$ cat src/rtl/multicycle_controller.sv
// Multicycle controller: Moore FSM sequencing FETCH/DECODE/EXECUTE for the
// multicycle datapath. Control outputs are decoded from the current state and
// the IR contents, so DECODE sees the freshly latched instruction.
//
// Ports:
//   clock        rising-edge clock
//   reset        asynchronous active-high reset (forces FETCH, outputs idle)
//   INSTRUCTION  IR contents from the datapath
//   FLAGS        {N,Z,C,V} from the datapath
//   A3Src, AdrSrc, FlagUpdate, IRWrite, MemWrite, PCWrite, RegWrite, WD3Src
//   ALUSrcA, ALUSrcB, ResultSrc, RegSrc (2 bits), ALUop, ShiftType (3 bits)
//
// Configuration macro: COND_EXEC_EN -- when defined, a failed ARM condition
// check suppresses PCWrite (BRANCH), RegWrite, MemWrite and FlagUpdate after
// DECODE. When undefined, every instruction executes unconditionally.
module multicycle_controller (
  input  logic        clock,
  input  logic        reset,
  input  logic [31:0] INSTRUCTION,
  input  logic [3:0]  FLAGS,
  output logic        A3Src,
  output logic        AdrSrc,
  output logic        FlagUpdate,
  output logic        IRWrite,
  output logic        MemWrite,
  output logic        PCWrite,
  output logic        RegWrite,
  output logic        WD3Src,
  output logic [1:0]  ALUSrcA,
  output logic [1:0]  ALUSrcB,
  output logic [1:0]  ResultSrc,
  output logic [1:0]  RegSrc,
  output logic [2:0]  ALUop,
  output logic [2:0]  ShiftType
);

  typedef enum logic [3:0] {
    S_FETCH    = 4'd0,
    S_DECODE   = 4'd1,
    S_MEMADR   = 4'd2,
    S_MEMREAD  = 4'd3,
    S_MEMWB    = 4'd4,
    S_MEMWRITE = 4'd5,
    S_EXECR    = 4'd6,
    S_EXECI    = 4'd7,
    S_EXSHIFT  = 4'd8,
    S_ALUWB    = 4'd9,
    S_BRANCH   = 4'd10
  } state_t;

  state_t state;

  // Instruction field extraction
  logic [1:0] op;
  logic       imm;
  logic [3:0] cmd;
  logic       s_bit;
  logic       load;
  logic       link;
  logic [2:0] sh;

  assign op    = INSTRUCTION[27:26];
  assign imm   = INSTRUCTION[25];
  assign cmd   = INSTRUCTION[24:21];
  assign s_bit = INSTRUCTION[20];
  assign load  = INSTRUCTION[20];
  assign link  = INSTRUCTION[24];
  assign sh    = INSTRUCTION[7:5];

  logic is_dp, is_mem, is_br, is_cmp, is_shift, cmd_ok, illegal;
  logic [2:0] alu_op;

  assign is_dp    = (op == 2'b00);
  assign is_mem   = (op == 2'b01);
  assign is_br    = (op == 2'b10);
  assign is_cmp   = (cmd == 4'b1010);
  assign is_shift = is_dp && !imm && (cmd == 4'b1101);

  // cmd to ALU operation; unsupported commands are flagged illegal
  always_comb begin
    alu_op = 3'b000;
    cmd_ok = 1'b1;
    case (cmd)
      4'b0100: alu_op = 3'b000;
      4'b0010: alu_op = 3'b001;
      4'b0000: alu_op = 3'b010;
      4'b1100: alu_op = 3'b011;
      4'b1101: alu_op = 3'b100;
      4'b1010: alu_op = 3'b001;
      default: cmd_ok = 1'b0;
    endcase
  end

  assign illegal = (op == 2'b11) || (is_dp && !cmd_ok) || (is_shift && (sh > 3'd4));

  logic cond_ok;

`ifdef COND_EXEC_EN
  // ARM condition codes evaluated on the live flags
  logic flag_n, flag_z, flag_c, flag_v;
  assign {flag_n, flag_z, flag_c, flag_v} = FLAGS;

  always_comb begin
    cond_ok = 1'b1;
    case (INSTRUCTION[31:28])
      4'b0000: cond_ok = flag_z;
      4'b0001: cond_ok = !flag_z;
      4'b0010: cond_ok = flag_c;
      4'b0011: cond_ok = !flag_c;
      4'b0100: cond_ok = flag_n;
      4'b0101: cond_ok = !flag_n;
      4'b0110: cond_ok = flag_v;
      4'b0111: cond_ok = !flag_v;
      4'b1000: cond_ok = flag_c && !flag_z;
      4'b1001: cond_ok = !flag_c || flag_z;
      4'b1010: cond_ok = (flag_n == flag_v);
      4'b1011: cond_ok = (flag_n != flag_v);
      4'b1100: cond_ok = !flag_z && (flag_n == flag_v);
      4'b1101: cond_ok = flag_z || (flag_n != flag_v);
      4'b1110: cond_ok = 1'b1;
      default: cond_ok = 1'b0;
    endcase
  end
`else
  assign cond_ok = 1'b1;

  logic unused_cond;
  assign unused_cond = ^{FLAGS, INSTRUCTION[31:28]};
`endif

  logic unused_fields;
  assign unused_fields = ^{INSTRUCTION[19:8], INSTRUCTION[4:0]};

  // State register and next-state sequencing
  always_ff @(posedge clock or posedge reset) begin
    if (reset) begin
      state <= S_FETCH;
    end else begin
      case (state)
        S_FETCH:  state <= S_DECODE;
        S_DECODE: begin
          if (illegal)       state <= S_FETCH;
          else if (is_mem)   state <= S_MEMADR;
          else if (is_shift) state <= S_EXSHIFT;
          else if (is_dp)    state <= imm ? S_EXECI : S_EXECR;
          else if (is_br)    state <= S_BRANCH;
          else               state <= S_FETCH;
        end
        S_MEMADR:   state <= load ? S_MEMREAD : S_MEMWRITE;
        S_MEMREAD:  state <= S_MEMWB;
        S_MEMWB:    state <= S_FETCH;
        S_MEMWRITE: state <= S_FETCH;
        S_EXECR:    state <= is_cmp ? S_FETCH : S_ALUWB;
        S_EXECI:    state <= is_cmp ? S_FETCH : S_ALUWB;
        S_EXSHIFT:  state <= S_ALUWB;
        S_ALUWB:    state <= S_FETCH;
        S_BRANCH:   state <= S_FETCH;
        default:    state <= S_FETCH;
      endcase
    end
  end

  // Output decode; reset forces the idle values regardless of state
  always_comb begin
    A3Src      = 1'b0;
    AdrSrc     = 1'b0;
    FlagUpdate = 1'b0;
    IRWrite    = 1'b0;
    MemWrite   = 1'b0;
    PCWrite    = 1'b0;
    RegWrite   = 1'b0;
    WD3Src     = 1'b0;
    ALUSrcA    = 2'b00;
    ALUSrcB    = 2'b00;
    ResultSrc  = 2'b00;
    RegSrc     = 2'b00;
    ALUop      = 3'b000;
    ShiftType  = 3'b111;
    if (!reset) begin
      RegSrc = {is_mem, is_br};
      case (state)
        S_FETCH: begin
          IRWrite   = 1'b1;
          PCWrite   = 1'b1;
          ALUSrcB   = 2'b11;
          ResultSrc = 2'b10;
          RegSrc    = 2'b10;
        end
        S_DECODE: begin
          ALUSrcB   = 2'b11;
          ResultSrc = 2'b10;
        end
        S_MEMADR: begin
          ALUSrcA = 2'b01;
          ALUSrcB = 2'b01;
          ALUop   = 3'b000;
        end
        S_MEMREAD: AdrSrc = 1'b1;
        S_MEMWB: begin
          AdrSrc    = 1'b1;
          ResultSrc = 2'b01;
          RegWrite  = cond_ok;
        end
        S_MEMWRITE: begin
          AdrSrc   = 1'b1;
          MemWrite = cond_ok;
        end
        S_EXECR, S_EXECI: begin
          ALUSrcA    = 2'b01;
          ALUSrcB    = (state == S_EXECI) ? 2'b01 : 2'b00;
          ALUop      = alu_op;
          // CMP always updates flags
          FlagUpdate = (s_bit || is_cmp) && cond_ok;
        end
        S_EXSHIFT: begin
          ALUSrcA   = 2'b10;
          ShiftType = sh;
        end
        S_ALUWB: begin
          ALUSrcA   = 2'b01;
          ResultSrc = 2'b00;
          RegWrite  = cond_ok;
        end
        S_BRANCH: begin
          ALUSrcA   = 2'b01;
          ALUSrcB   = 2'b01;
          ResultSrc = 2'b10;
          PCWrite   = cond_ok;
          // Branch-with-link writes PC+4 into R14
          RegWrite  = link && cond_ok;
          A3Src     = link;
          WD3Src    = link;
        end
        default: ;
      endcase
    end
  end

endmodule
$ cat config.mk
export PLATFORM = sky130hd
export DESIGN_NAME = multicycle_controller
export DESIGN_NICKNAME = d
export VERILOG_FILES = /design/src/rtl/multicycle_controller.sv
export SDC_FILE = /design/constraint.sdc
export NUM_CORES = 1
export LEC_CHECK = 0
export CAP_MARGIN = 5
export CORE_UTILIZATION = 44
export DETAILED_ROUTE_END_ITERATION = 8
export DONT_BUFFER_PORTS = 1
export GPL_TIMING_DRIVEN = 0
export MAX_ROUTING_LAYER = met4
export PLACE_DENSITY = 0.59
export REMOVE_ABC_BUFFERS = 1
export SETUP_SLACK_MARGIN = 0.15
export SLEW_MARGIN = 10
export SYNTH_ARGS = -nofsm -noshare
export SYNTH_HDL_FRONTEND = slang
export SYNTH_SLANG_ARGS = --single-unit
$ cat constraint.sdc
create_clock -name clock -period 2.7 [get_ports clock]
set_input_delay 0.27 -clock clock [delete_from_list [all_inputs] [get_ports clock]]
set_output_delay 0.27 -clock clock [all_outputs]
set_load 0.03 [all_outputs]
==> impl_results.md <==
* Initial antenna violation count at 0
* Drt pass-1 iters at 4
* Final min period at 2.40 ns
* Biggest regs: state x4
* Number of global-route vias before repair at 556
* Via-per-instance ratio at 6.33
* Crit Path Category: register to primary output
* CP Data Arrival Time at 2.13 ns
* Part of the cycle the worst path needs at 88.9%
* DRC viols at 0
* Routed len/inst at 14.8 um
* Post-Syn Instances at 89
* Setup TNS at 0 ns
* Reg2reg path depth at 3
* Seq/Total Area, Yosys at 17.1%
* Hold Path Depth at 1
* Measured slew at the worst slew-check pin at 1.03 ns
* CP max stage delay at 0.79 ns
* Asr flop ratio synth at 100%
* H-tree depth at 1
* Synth Warn # at 0
* # rows at 12
* Die W at 38.5 um
* ANT nets after route at 0
* Final Routed Wirelength at 1.46 mm
* Hold Vio Cnt, Final at 0
* Total congestion overflow at 0
* Critical Path Slowest Stage Cell: nor3_1
* CP Launch Type: register
* Largest net degree at the start of global routing at 18
* # port buffers at 0
* Initial DRC count at 6
* N_diodes at 0
* TritonCTS Buffers at 3
* Skew final at 0.00431 ns
* Slew margin rel. at 30.9%
* Commonest non-fill, non-tap cell in the layout: nor2_1
* Placed Cells at 95
* Gr usage total at 23.1%
* Max clock buf depth at 2
* Biggest register: state
* Yosys reg bits at 4
* Final Setup Violations at 0
* Die Height at 38.5 um
* Detailed placer's ending HPWL at 1.11 mm
* Critical Path End Type: primary output
* Synth Area per Inst at 6.58 sq um
* Peak supply drop at 0.463 mV
* Clock-pin slew on the worst setup and hold paths at 0.04 ns
* Post-CTS setup buffer count at 0
* Starting Density at 50.0%
* First-pass GRT wire length at 2.37 mm
* Min-Delay Path Class: input pin to register
* Max FFs per register at 4
* Max Cap Violations at 0
* Final #Nets at 125
* Required time worst endpoint at 2.43 ns
* Layout cells sized above 1 at 14.1%
* Core ar. at 1170 sq um
* Primary FF master, synth: dfrtp_1
* Unique masters post-synth at 34
* Outcome: finished clean
* Pwr dens at 1070 nW/um^2
* Max-slew violation count at 0
* RSZ-0062 raised after global routing: false
* Clock root cell: clkbuf_4
* Leak at 0.228 nW
* Die area at 1480 sq um
* Synth-to-Final Area Change at 4.91%
* Fillers at 113
* Critical-path cell list: nor2b_1 > nand3_1 > nor3_1
* Clk_lat worst skew at 0.24 ns
* Post-Syn Area at 586 sq um
* Top-level I/O count at 60
* Num Clock Sinks at 4
* Gpl congestion at 0.764
* Final non-filler cell total at 99
* Via count at 627
* Post-synth EDFFs at 0
* Crit Path Max Fanout at 8
* F_max at 417 MHz
* TritonCTS clock tree: built
* Most frequent cells in the layout: nor2_1, nor3_1, nand3_1, inv_1, a21oi_1
synthesized netlist by cell type (2+ instances only):
cell      count  area [sq um]
and2_1        2          12.5
and3_1        2          12.5
o21ai_0       4          20.0
nand3_1       6          30.0
a21oi_1       5          25.0
inv_1         5          18.8
nor3_1        8          40.0
nor2_1       12          45.0
nor2b_1       3          18.8
nor4_1        2          12.5
o31ai_1       3          22.5
or3_1         2          12.5
clkbuf_1      3          11.3
dfrtp_1       4           100
nand2b_1      2          12.5
nand2_1       3          11.3
buf_2         3          15.0
or2_2         3          18.8
mux2i_1       2          20.0
where the power goes:
group | leakage [nW] | internal, mW | switching [mW] | total (mW)
sequential | 0.0517 | 0.0851 | 0.0739 | 0.159
combinational | 0.163 | 0.134 | 0.288 | 0.422
clock | 0.0138 | 0.0498 | 0.0260 | 0.0759
total | 0.228 | 0.269 | 0.388 | 0.657
critical path: cells and delay by family (launching register included):
| kind | cells | cell delay [ns] |
|---|---|---|
| flops | 1 | 0.47 |
| simple gates | 3 | 1.42 |
stage by stage:
step | power (mW) | hold WS, ns | setup slack, ns | utilization (%) | cell area [sq um]
2_1_floorplan | 0.497 | 0.0713 | 0.152 | - | 541
3_3_place_gp | 0.559 | 0.108 | -0.109 | 47.6 | 558
3_5_place_dp | 0.575 | 0.105 | 0.336 | 49.1 | 576
4_1_cts | 0.659 | 0.124 | 0.313 | 52.5 | 614
5_1_grt | 0.710 | 0.125 | 0.178 | 52.5 | 614
6_report | 0.657 | 0.133 | 0.301 | 52.5 | 614
kinds of logic (layout without fill, tap and decap cells):
kind of cell	after synthesis	count (layout)	share of synthesized area [%]
AO/OA/AOI/OAI	20	20	22.9
XOR/XNOR	1	1	1.50
buffers and inverters	13	9	10.9
flip-flops	4	4	17.1
multiplexers	3	3	5.34
AND/OR/NAND/NOR	48	48	42.3
path summary, 6_finish.rpt:
kind,startpoint,end,slack (ns)
setup / recovery,state[2],ALUop[0],0.30
hold / removal,INSTRUCTION[26],state[3],0.13
setup reg to reg,state[1],state[1],1.23
hold reg to reg,state[0],state[2],0.74
max in group asynchronous,reset,state[0],2.06
min in group asynchronous,reset,state[2],0.42
timing repair:
item	in CTS	in global routing
gates resized for setup	1	0
hold buffers	1	0
hold endpoints to repair	4	0
setup endpoints to repair	1	0
final cells by class:
class,count,area (sq um),share of cell area [%]
multi-input cells,72,445,72.5
well taps,14,17.5,2.85
flip-flops and latches,4,100,16.3
repair buffers,1,10.0,1.63
clock buffers,3,22.5,3.67
inverters,5,18.8,3.05
layer usage:
layer,track usage (%),vias up,routed length [um]
li1,-,310,-
met1,31.1,287,685
met2,35.4,30,647
met3,8.72,0,129
met4,0,0,0
met5,-,-,0
(Power assumes the default switching activity.)
==> RTL change 1 (same settings) <==
Re-encode `state_t` (11 states) as one-hot, 11 bits wide.
--- a/src/rtl/multicycle_controller.sv
+++ b/src/rtl/multicycle_controller.sv
@@ -34,18 +34,18 @@
   output logic [2:0]  ShiftType
 );
 
-  typedef enum logic [3:0] {
-    S_FETCH    = 4'd0,
-    S_DECODE   = 4'd1,
-    S_MEMADR   = 4'd2,
-    S_MEMREAD  = 4'd3,
-    S_MEMWB    = 4'd4,
-    S_MEMWRITE = 4'd5,
-    S_EXECR    = 4'd6,
-    S_EXECI    = 4'd7,
-    S_EXSHIFT  = 4'd8,
-    S_ALUWB    = 4'd9,
-    S_BRANCH   = 4'd10
+  typedef enum logic [10:0] {
+    S_FETCH    = 11'b00000000001,
+    S_DECODE   = 11'b00000000010,
+    S_MEMADR   = 11'b00000000100,
+    S_MEMREAD  = 11'b00000001000,
+    S_MEMWB    = 11'b00000010000,
+    S_MEMWRITE = 11'b00000100000,
+    S_EXECR    = 11'b00001000000,
+    S_EXECI    = 11'b00010000000,
+    S_EXSHIFT  = 11'b00100000000,
+    S_ALUWB    = 11'b01000000000,
+    S_BRANCH   = 11'b10000000000
   } state_t;
 
   state_t state;
Function: no difference found for any inputs over 10 cycles, from zero or initial values and one cycle with reset high; not proved beyond that.
==> RTL change 1 against the unedited design <==
- final area is 77% higher
- setup slack worse by 0.13 ns
- sequential cell count increased by 7
- first-iteration DRC count increased to 2.7 times the old value
- synthesized area grew 56%
- synthesized cell count is 19% higher
- power grew 7.5%
- hold slack got worse by 0.067 ns
- routed wire length rose by 53%
==> RTL change 1: results (changes against the unedited design) <==
metric,value,unit,change
ys_warn_count,0,,unchanged
crit_path_max_incr_delay,0.60,ns,-0.19 ns
synth.area.top_cells,"dfrtp_1, nor2_1, xor2_1",,
synth_cell_type_count,41,,+21%
crit_family,simple AND/OR/NAND/NOR gates,,
status,"finished, final reports clean",,
clk_latency,0.26,ns,+0.02 ns
r2r_cells,5,,+2
switchingPower,0.325,mW,-16%
setup_tns,0,ns,unchanged
met2_usage,0.348,,-0.00622
vias,831,,+33%
grt_max_degree,16,,-2
dr_wl_met2,1130,microns,+74%
synth-seq-area-share,0.303,,+0.132
fillerInstances,195,,+73%
critPathMaxFanout,4,,-4
place.gp.congestion,0.882,,+15%
final_hold_viol_count,0,,unchanged
root_buffer,clkbuf_4,,
routed_wl,2230,microns,+53%
grtUsageMet1,0.260,,-0.0507
grt_use_total,0.210,,-0.0214
clk_pin_slew,0.07,ns,+0.03 ns
relSlewSlack,0.493,,+0.184
final_layout_size_suffix_gt1_frac,0.313,,+0.171
hold_class,primary input to flip-flop,,
wl_met3,109,microns,-16%
grt_antenna_before_repair,0,,unchanged
first_global_vias,736,,+32%
htreeDepth,1,,unchanged
drt-met1-wl,995,microns,+45%
final_cell_area,1080,sq um,+77%
dpl_cell_area,935,sq um,+62%
final_nets,151,,+21%
reg_top3,state x11,,
cpMaxStageDelayCell,nor3b_4,,
grt_util_met3,0.0151,,-0.0721
arrival,2.26,ns,+0.13 ns
top_layer,met3,,
power_top_consumer,combinational cells,,
grt_first_pass_wirelength,3150,microns,+33%
pg_clk,0.107,mW,+41%
dr.first_iter.drc_count,16,,+10
place_hpwl,1620,microns,+46%
synthTopCellsByCount,"nor2_1, dfrtp_1, nand4_1, or3_1",,
leakage,0.410,nW,+79%
worst_clock_skew,0.00906,ns,+0.00476 ns
pg_seq,0.224,mW,+41%
ir_worst_vdd,0.428,mV,-7.5%
RTL change 1: timing repair:
action	CTS	global route
endpoints found under the setup margin	13	11
buffers inserted	1	3
pin swaps	2	5
gates resized for setup	11	6
hold buffers	1	0
endpoints found under the hold margin	10	0
RTL change 1: stage by stage:
| step | hold WS [ns] | instances | power, mW | setup slack [ns] |
|---|---|---|---|---|
| floorplan | 0.138 | 103 | 0.503 | 0.173 |
| global placement | 0.185 | 130 | 0.547 | -0.117 |
| detailed placement | 0.189 | 130 | 0.556 | -0.134 |
| CTS | 0.0572 | 136 | 0.682 | 0.151 |
| global route | 0.0573 | 139 | 0.749 | 0.0757 |
| finish | 0.0662 | 139 | 0.706 | 0.174 |
RTL change 1: path summary, 6_finish.rpt:
check,to,slack [ns],from
hold reg to reg,state[4]$_DFF_PP0_,0.62,state[8]$_DFF_PP0_
setup reg to reg,state[3]$_DFF_PP0_,0.91,state[4]$_DFF_PP0_
min in group asynchronous,state[1]$_DFF_PP0_,0.47,reset
setup / recovery,A3Src,0.17,state[4]$_DFF_PP0_
hold / removal,state[5]$_DFF_PP0_,0.07,INSTRUCTION[20]
max in group asynchronous,state[5]$_DFF_PP0_,1.87,reset
RTL change 1: layout make-up:
type                            count  area share
Multi-Input combinational cell     87       0.633
Sequential cell                    11       0.257
Timing Repair Buffer                5      0.0369
Tap cell                           27      0.0311
Clock buffer                        4      0.0242
Inverter                            5      0.0173
RTL change 1: cell families after synthesis:
| group | after synthesis | synth area share |
|---|---|---|
| xor gates and xnor gates | 6 | 0.0576 |
| muxes | 1 | 0.0123 |
| and+or+nand+nor | 62 | 0.446 |
| AOI/OAI and AO/OA | 18 | 0.134 |
| DFF | 11 | 0.303 |
| buffers and inverters | 8 | 0.0466 |
==> RTL change 2 (config.mk and constraints unchanged) <==
Without the edit above. The option `COND_EXEC_EN` is turned on by a define.
--- a/src/rtl/multicycle_controller.sv
+++ b/src/rtl/multicycle_controller.sv
@@ -13,6 +13,8 @@
 // Configuration macro: COND_EXEC_EN -- when defined, a failed ARM condition
 // check suppresses PCWrite (BRANCH), RegWrite, MemWrite and FlagUpdate after
 // DECODE. When undefined, every instruction executes unconditionally.
+`define COND_EXEC_EN
+
 module multicycle_controller (
   input  logic        clock,
   input  logic        reset,
Check against the original RTL: not equivalent (Yosys sat finds a counterexample within 4 cycles, from zero or initial values and one cycle with reset high).
==> RTL change 2 against the unedited design <==
- largest power group unchanged
- critical path type unchanged
- routed wire length rose by 33%
- clock skew grew 0.0010 ns
- clock power fell by 1%
- power shrank 3.3%
- highest routed layer unchanged
- sequential cell count is the same
- synthesized area rose by 30%
- register-to-register slack improved by 0.11 ns
- final area increased by 31%
- utilization shrank 0.85 points
- synthesized cell count is 30% higher
- the flow now finishes with violations (DRC)
- setup slack got worse by 0.025 ns
==> RTL change 2: results (changes against the unedited design) <==
metric,value,unit,change
vias_per_cell,6.21,,-2.0%
synthAdderAreaFrac,0,,unchanged
synthMuxAreaShare,0.0544,,+0.000947
violations,DRC,,
tightestPinTransition,0.912,ns,-0.119 ns
critPathMaxFanout,12,,+4
r2r_cells,5,,+2
worst_clock_skew,0.00530,ns,+0.000997 ns
switchingPower,0.374,mW,-3.7%
worst_r2r_endpoint,state[3]$_DFF_PP0_,,
place_hpwl,1520,microns,+37%
portBuffers,0,,unchanged
place.gp.congestion,0.852,,+11%
synth_cell_type_count,37,,+8.8%
grt_antenna_before_repair,0,,unchanged
htreeDepth,1,,unchanged
first_global_vias,732,,+32%
clk_pin_slew,0.04,ns,about the same
crit_path_max_incr_delay,0.74,ns,-0.05 ns
synthTopCellsByCount,"nor2_1, a21oi_1, nor3_1",,
diodes,0,,unchanged
dr.first_iter.drc_count,33,,+27
synth.area.top_cells,"dfrtp_1, a21oi_1, nor2_1",,
hold_start,INSTRUCTION[26],,
clk_latency,0.23,ns,
first_pass_iters,6,,+2
fin_cells,131,,+32%
cts_buffer_depth,2,,unchanged
synth-seq-area-share,0.132,,-0.0391
grt_max_degree,13,,-5
routed_wl,1940,microns,+33%
hold_class,primary input to flip-flop,,
fillerInstances,170,,+50%
whs,0.138,ns,+0.00509 ns
drc_errors,8,,+8
final_layout_size_suffix_gt1_frac,0.139,,-0.00205
final_nets,155,,+24%
min_path_cells,1,,unchanged
syn_inst,116,,+30%
numCtsBuffers,3,,unchanged
synthArstFlopShare,1.00,,unchanged
rr_startpoint,state[2]$_DFF_PP0_,,
whs_endpoint,state[3]$_DFF_PP0_,,
rrSetupSlack,1.34,ns,+0.11 ns
ir_worst_vdd,0.440,mV,-4.8%
grt_use_total,0.222,,-0.00902
root_buffer,clkbuf_4,,
grt_first_pass_wirelength,3170,microns,+34%
reg_top3,state x4,,
leakage,0.300,nW,+32%
cpMaxStageDelayCell,nor3_1,,
arrival,2.15,ns,+0.02 ns
synthXorXnorAreaFrac,0.0231,,+0.00811
ys_warn_count,0,,unchanged
status,finished with violations,,
synth_compound_area_frac,0.259,,+0.0300
==> RTL change 2: changes by cell type after synthesis, sizes merged, moves of 3 or more <==
cell,before,now
a21oi,5,11
o21bai,0,3
nand2,3,8
nand2b,2,5
nand3b,0,3
==> RTL change 2: cell families after synthesis <==
logic type	count (synthesis)
buffers and inverters	12
multiplexers	4
AND/OR/NAND/NOR	63
flip-flops	4
AO/OA/AOI/OAI	31
XOR/XNOR	2
==> RTL change 2: worst max-delay path by stage <==
stage,to,from,slack [ns]
floorplan,RegSrc[0],state[1]$_DFF_PP0_,0.29
global placement,RegSrc[0],state[1]$_DFF_PP0_,0.04
CTS,ResultSrc[1],state[2]$_DFF_PP0_,0.20
finish,RegWrite,state[1]$_DFF_PP0_,0.28
detailed placement,ALUop[1],state[2]$_DFF_PP0_,0.39
global route,RegWrite,state[1]$_DFF_PP0_,0.15
==> RTL change 2: layout make-up <==
type | instances | area, sq um | area share
repair buffers | 1 | 10.0 | 0.0124
inverters | 7 | 26.3 | 0.0327
flip-flops and latches | 4 | 100 | 0.124
well taps | 16 | 20.0 | 0.0249
multi-input cells | 100 | 626 | 0.778
clock buffers | 3 | 22.5 | 0.0280
==> RTL change 2: metrics by stage <==
stage / worst slack (ns) / utilization / cell area (sq um)
2_1_floorplan: 0.287 / - / 732
3_3_place_gp: 0.0420 / 0.482 / 752
3_5_place_dp: 0.387 / 0.486 / 758
4_1_cts: 0.197 / 0.511 / 797
5_1_grt: 0.151 / 0.516 / 805
6_report: 0.275 / 0.516 / 805
==> RTL change 2: timing repair <==
item / in CTS / in global routing
setup buffers: 0 / 0
hold buffers: 1 / 0
endpoints found under the setup margin: 1 / 3
gates resized for setup: 1 / 2
endpoints found under the hold margin: 4 / 0
==> RTL change 2: power groups by stage <==
| stage | Clock [mW] | Sequential, mW | Combinational (mW) |
|---|---|---|---|
| 3_5_place_dp | 0 | 0.138 | 0.413 |
| 5_1_grt | 0.0820 | 0.147 | 0.452 |
| 6_report | 0.0748 | 0.139 | 0.421 |
| 2_1_floorplan | 0 | 0.125 | 0.363 |
| 4_1_cts | 0.0782 | 0.138 | 0.415 |
| 3_3_place_gp | 0 | 0.139 | 0.407 |
==> RTL change 2: metal layers <==
| metal | track usage | wire length [microns] |
|---|---|---|
| met1 | 0.290 | 887 |
| met2 | 0.352 | 933 |
| met3 | 0.0625 | 119 |
| met4 | 0.0250 | 0 |
| met5 | - | 0 |
==> RTL change 2: critical path, delay by kind of cell (launching register included) <==
kind             cells  cell delay, ns
AO/OA/AOI/OAI        2            0.17
flip-flops           1            0.54
AND/OR/NAND/NOR      3            1.23
